File: config.mk
export PLATFORM = sky130hd
export DESIGN_NAME = vx_fifo_unpacker
export DESIGN_NICKNAME = d
export VERILOG_FILES = /design/src/rtl/vx_fifo_unpacker.sv
export SDC_FILE = /design/constraint.sdc
export NUM_CORES = 1
export LEC_CHECK = 0
export ABC_AREA = 1
export BUFFER_PORTS_ARGS = -buffer_cell sky130_fd_sc_hd__buf_2
export CAP_MARGIN = 5
export CORE_UTILIZATION = 40
export DETAILED_ROUTE_END_ITERATION = 8
export REMOVE_ABC_BUFFERS = 1
export SLEW_MARGIN = 0
export SYNTH_ARGS = -nofsm -noshare
export SYNTH_HDL_FRONTEND = slang
export SYNTH_SLANG_ARGS = --single-unit
File: constraint.sdc
create_clock -name clk -period 4 [get_ports clk]
set_input_delay 0.6 -clock clk [delete_from_list [all_inputs] [get_ports clk]]
set_output_delay 0.6 -clock clk [all_outputs]
set_load 0.01 [all_outputs]
File: src/rtl/vx_fifo_unpacker.sv
// vx_fifo_unpacker
// Drains a show-ahead FIFO of wide entries and emits each entry as RATIO
// narrow beats on a valid/ready stream, tagging the final beat of each entry.
// Back-to-back entries stream without bubbles: the next entry is popped on
// the same edge that retires the current entry's last beat.

module vx_fifo_unpacker #(
    parameter int unsigned DATAW     = 64,
    parameter int unsigned RATIO     = 4,
    parameter bit          LSB_FIRST = 1'b1,
    localparam int unsigned OUTW     = DATAW / RATIO,
    localparam int unsigned CNTW     = (RATIO > 1) ? $clog2(RATIO) : 1
) (
    input  logic              clk,
    input  logic              reset,
    input  logic              fifo_empty,
    input  logic [DATAW-1:0]  fifo_data,
    output logic              fifo_pop,
    output logic              valid_out,
    output logic [OUTW-1:0]   data_out,
    output logic              last_out,
    output logic [CNTW-1:0]   beat_idx,
    input  logic              ready_out
);

    localparam logic [CNTW-1:0] LAST_IDX = CNTW'(RATIO - 1);

    typedef enum logic {
        S_IDLE   = 1'b0,
        S_ACTIVE = 1'b1
    } state_e;

    state_e            r_state;
    state_e            w_state_nxt;
    logic [DATAW-1:0]  r_entry;
    logic [DATAW-1:0]  w_entry_nxt;
    logic [CNTW-1:0]   r_cnt;
    logic [CNTW-1:0]   w_cnt_nxt;

    logic              w_busy;
    logic              w_at_last;
    logic              w_fire;
    logic              w_done;
    logic              w_pop;

    // Beat slices of the held entry, already arranged in emission order
    logic [OUTW-1:0]   w_slices [RATIO];

    for (genvar g = 0; g < RATIO; g++) begin : g_slice
        if (LSB_FIRST) begin : g_lsb
            assign w_slices[g] = r_entry[g*OUTW +: OUTW];
        end else begin : g_msb
            assign w_slices[g] = r_entry[(RATIO-1-g)*OUTW +: OUTW];
        end
    end

    // Handshake qualifiers shared by the next-state logic and the outputs
    always_comb begin
        w_busy    = (r_state == S_ACTIVE);
        w_at_last = (r_cnt == LAST_IDX);
        w_fire    = w_busy & ready_out;
        w_done    = w_fire & w_at_last;
        w_pop     = ~reset & ~fifo_empty & (~w_busy | w_done);
    end

    // Next-state: load on pop, advance on fire, retire on the last fire
    always_comb begin
        w_state_nxt = r_state;
        w_entry_nxt = r_entry;
        w_cnt_nxt   = r_cnt;
        if (w_pop) begin
            w_state_nxt = S_ACTIVE;
            w_entry_nxt = fifo_data;
            w_cnt_nxt   = '0;
        end else if (w_done) begin
            w_state_nxt = S_IDLE;
            w_cnt_nxt   = '0;
        end else if (w_fire) begin
            w_cnt_nxt   = r_cnt + CNTW'(1);
        end
    end

    // State, held entry and beat counter; reset discards any partial entry
    always_ff @(posedge clk) begin
        if (reset) begin
            r_state <= S_IDLE;
            r_entry <= '0;
            r_cnt   <= '0;
        end else begin
            r_state <= w_state_nxt;
            r_entry <= w_entry_nxt;
            r_cnt   <= w_cnt_nxt;
        end
    end

    // Stream outputs decode straight from the registered state
    always_comb begin
        fifo_pop  = w_pop;
        valid_out = w_busy;
        data_out  = w_slices[r_cnt];
        last_out  = w_busy & w_at_last;
        beat_idx  = r_cnt;
    end

endmodule

---- Yosys cells after proc, flatten, opt, wreduce, memory -nomap -nowiden ----
Cells that the tools add are included.
Widths: inputs -> output; s select.
cells by class
  $add $sub $neg .......................... 1
  order comparisons ....................... 1
  equal/unequal tests ..................... 1
  muxes and demuxes ....................... 5
  bitwise operators ....................... 10
  reduce and logical (&&, ||, !) cells .... 2
operator list
  kind                 count
  $bmux 16 s2          1
  $mux 16              2
  $and 1x1->1          5
  $ge 3x3->1 const B   1
  $not 1->1            3
  $not 2->3            1
  $reduce_or 3->1      1
  $add 2x1->2 const B  1
  $eq 2x2->1 const B   1
  $mux 1               2
  $reduce_bool 2->1    1
  $or 1x1->1           1
word-level totals
  flip-flop bits (word level) ............. 67
  output and inout port bits .............. 21
  logic and storage cells ................. 23

---- Longest topological paths before layout ----
  depth after elaboration ................. 5
  gate-level depth with buffers ........... 8
  mapped depth without buffers ............ 6

---- Worst setup path before layout ----
No wires, ideal clock.
  path type ............................... register -> output
  start ................................... register r_cnt[1] (netlist: beat_idx[1])
  end ..................................... output fifo_pop
  data arrival time ....................... 1,228 ps
  data required time ...................... 3,400 ps
  setup slack ............................. 2,172 ps
  cell stages (with the launch flop) ...... 7
  cell sequence ........................... dfxtp_1 -> ha_1 -> nand3_1 -> nand2_1 -> nand2_1 -> clkbuf_1 -> inv_1
between the ends
  word-level cells in the longest chain between the ends .. 4
ends and longest elaborated chain
  element                 RTL line  text
  start, declared         37        logic [CNTW-1:0] r_cnt;
  start signal, assigned  92        r_cnt <= w_cnt_nxt;
  $eq 2x2->1              60        w_at_last = (r_cnt == LAST_IDX);
  $and 1x1->1             62        w_done = w_fire & w_at_last;
  $or 1x1->1              63        w_pop = ~reset & ~fifo_empty & (~w_busy | w_done);
  $and 1x1->1             63
  end, declared           18        output logic fifo_pop,
Every way passes these cells.

---- Final worst setup path ----
Ends and elaborated chain as after synthesis.

==> metrics.md <==
| Metric | Value |
|---|---|
| Pwr Total | 0.001433 W |
| CP Data Required Time | 3.40 ns |
| Hold Fails Final Rpt | 0 |
| Largest net degree at the start of global routing | 66 |
| Crit-path slowest cell | dfxtp_1 |
| RSZ-0062 raised after global routing | false |
| CTS tree | yes |
| Crit-path most repeated cell | nand2_2 |
| Core Area | 0.006907 mm2 |
| Ys flop type | dfxtp_1 |
| Synth Instances | 395 |
| Die W | 87.34 um |
| Final hold slack | 0.4641 ns |
| DRC viols | 0 |
| CTS root buffer | clkbuf_8 |
| Number of synthesized flops with an enable pin | 0 |
| Area contributors post-synth | dfxtp_1 46%, nand3_1 22%, nand2_1 8.9% |
| R2R depth | 6 |
| CTS HTree Levels | 3 |
| Synth Register Bits | 67 |
| Synthesis-to-layout area growth | 19.67% |
| Status | completed |
| Die footprint | 0.007627 mm2 |
| Setup CP Type | reg -> out |
| Layout cells sized above 1 | 23.82% |
| Pre-antenna DRT Iters | 4 |
| Worst slew margin | 34.03% |
| Fin crit period | 2.899 ns |
| XOR/XNOR Fraction of Synth Area | 0.3007% |
| Synth Area in Adders | 0.4296% |
| Crit path arrival time | 2.30 ns |
| Diode count | 0 |
| Critical path depth | 7 |
| Clk slew on worst S/H paths | 0.07 ns |
| R2R Path Start | beat_idx[1] |
| Antenna viol nets, final | 0 |
| Cts bufs inserted | 9 |
| Cell taking the most area after synthesis | dfxtp_1 |
| Worst-Skew Late Latency | 0.33 ns |
| Vias/cell | 5.187 |
| Top-level I/O count | 89 |
| Starting DRT DRC Count | 188 |
| Dpl cells | 547 |
| Flop2flop setup slack | 1.78 ns |
| Worst path bufs/invs | 3 |
| Synth cell types | 16 |
| Worst hold path class | reg -> reg |
| PortBufs | 88 |
| FP Rows | 30 |
| Routed WL | 7748 um |
| Max-slew violations | 0 |
| CP peak stage delay | 0.79 ns |
| CP Cell Sequence | ha_1, nand3_1, nand2_2, nand2_2, buf_4, inv_1, buf_2 |
| Vias in the first global route | 2767 |
| Global-route wire length before repair | 12850 um |
| Crit share post-route | 72.47% |
| Mux cell area share after synthesis | 0% |
| Post-CTS sizing | 0 |
| Crit. End Element | output port |
| Warnings from Yosys | 0 |
| Clk sink count | 67 |
| Finished Layout Cells | 562 |
| Largest family of logic cells by synthesized area | simple AND/OR/NAND/NOR gates |
| Synth top cells by count | 130 x nand3_1, 69 x nand2_1, 67 x dfxtp_1 |
| Max Fclk | 0.3450 GHz |
| CP top delay family | flip-flops |
| Post-CTS Setup Repair Bufs | 0 |
| Final setup vio count | 0 |
| Share of the synthesized area in the top cell type | 46.05% |
| CP endpoint | fifo_pop |
| Initial antenna violation count | 0 |
| Critical Path Start Type | register |
| # hold bufs at CTS | 0 |
| Setup skew after layout | 0.006529 ns |
| Global route overflow | 0 |
| Max_cap viols | 0 |
| PD cells | 411.0 mW/mm2 |
| Asr flop ratio synth | 0% |
| LEAKAGE | 1.764 nW |
| Longest Clk Path Bufs | 2 |
| Worst Max-Slew Pin Slew | 0.9885 ns |
| Starting Density | 42.17% |
| Peak VDD IR | 0.1710 mV |
| GP Congestion | 0.7255 |
| Wire per inst | 13.79 um |
| Dpl hpwl | 4553 um |
| FF-to-FF End | r_entry[6] |
| Die Span Y | 87.34 um |
| Area of the mapped netlist | 0.002913 mm2 |
| Final core occ | 50.47% |
| Nets | 531 |
| Register area share after synthesis | 46.05% |
| Crit Path Max Fanout | 65 |
| Beginning of the critical path | beat_idx[1] |
| Complex-gate fraction of the synthesized area | 9.536% |
| Final setup TNS | 0 ns |
| Post-Synth Simple-Gate Area | 35.61% |
| Mapped Avg Cell Area | 7.374 um2 |
| Total track usage | 21.62% |
| Top-count cell post-synth | nand3_1 |
| Vias | 2915 |
[stage by stage]
stage,instance area [um2],worst slack (ns)
floorplan,2696,-1.163
global placement,3307,1.507
detailed placement,3307,1.483
CTS,3486,1.123
global route,3486,0.8445
finish,3486,1.101
[per-layer routing]
layer	global-route usage, %	vias up	share of wire, %
li1	-	1481	-
met1	28.48	1337	48
met2	35.30	93	45
met3	5.972	4	6.6
met4	4.620	0	0.40
met5	0	-	0
[placed cells by master (no fill, tap or decap), types with 4 or more instances in the layout]
| cell | netlist | final |
|---|---|---|
| nand3_1 | 130 | 130 |
| buf_2 | 11 | 88 |
| nand2_1 | 69 | 67 |
| dfxtp_1 | 67 | 67 |
| nor2_1 | 34 | 33 |
| o21ai_0 | 32 | 32 |
| o22ai_1 | 16 | 16 |
| clkbuf_8 | 0 | 12 |
| buf_4 | 7 | 5 |
| inv_1 | 5 | 4 |
[state kept, by name, indices dropped and copies added, names as in the netlist]
register and cells:
r_entry 64, beat_idx 2, valid_out 1
[worst min path at each step]
stage,startpoint,endpoint,depth (start not counted)
CTS,r_entry[26],r_entry[26],2
detailed placement,r_entry[26],r_entry[26],2
global placement,r_entry[34],r_entry[34],2
floorplan,r_entry[32],r_entry[32],2
finish,r_entry[26],r_entry[26],2
global route,fifo_data[25],r_entry[25],3
[worst register-to-register path, delay by kind of cell, from the launching register on]
family	cells	cell delay, ns
and+or+nand+nor	4	0.52
buffers and inverters	1	0.55
adders and majority gates	1	0.31
DFF	1	0.79
[layout make-up]
type                            instances  area [um2]
Fill cell                             767        3421
Multi-Input combinational cell        286        1349
Sequential cell                        67        1341
Timing Repair Buffer                   93       478.0
Clock buffer                           13       168.9
Tap cell                               96       120.1
Inverter                                5       18.77
Clock inverter                          2       10.01
[kinds of logic (layout without fill, tap and decap cells)]
logic type      count (synthesis)  count (layout)
xor+xnor                        1               1
flops                          67              67
compound gates                 51              51
fa+ha+maj                       1               1
simple gates                  233             233
buf+inv                        42             113
[power breakdown]
part	switching, W	leakage [nW]	internal (W)	total, W
sequential	0.0000254	0.551	0.000713	0.000738
combinational	0.000114	1.12	0.0000775	0.000191
clock	0.000232	0.0953	0.000271	0.000503
total	0.000372	1.76	0.00106	0.00143
(Power assumes the default switching activity.)
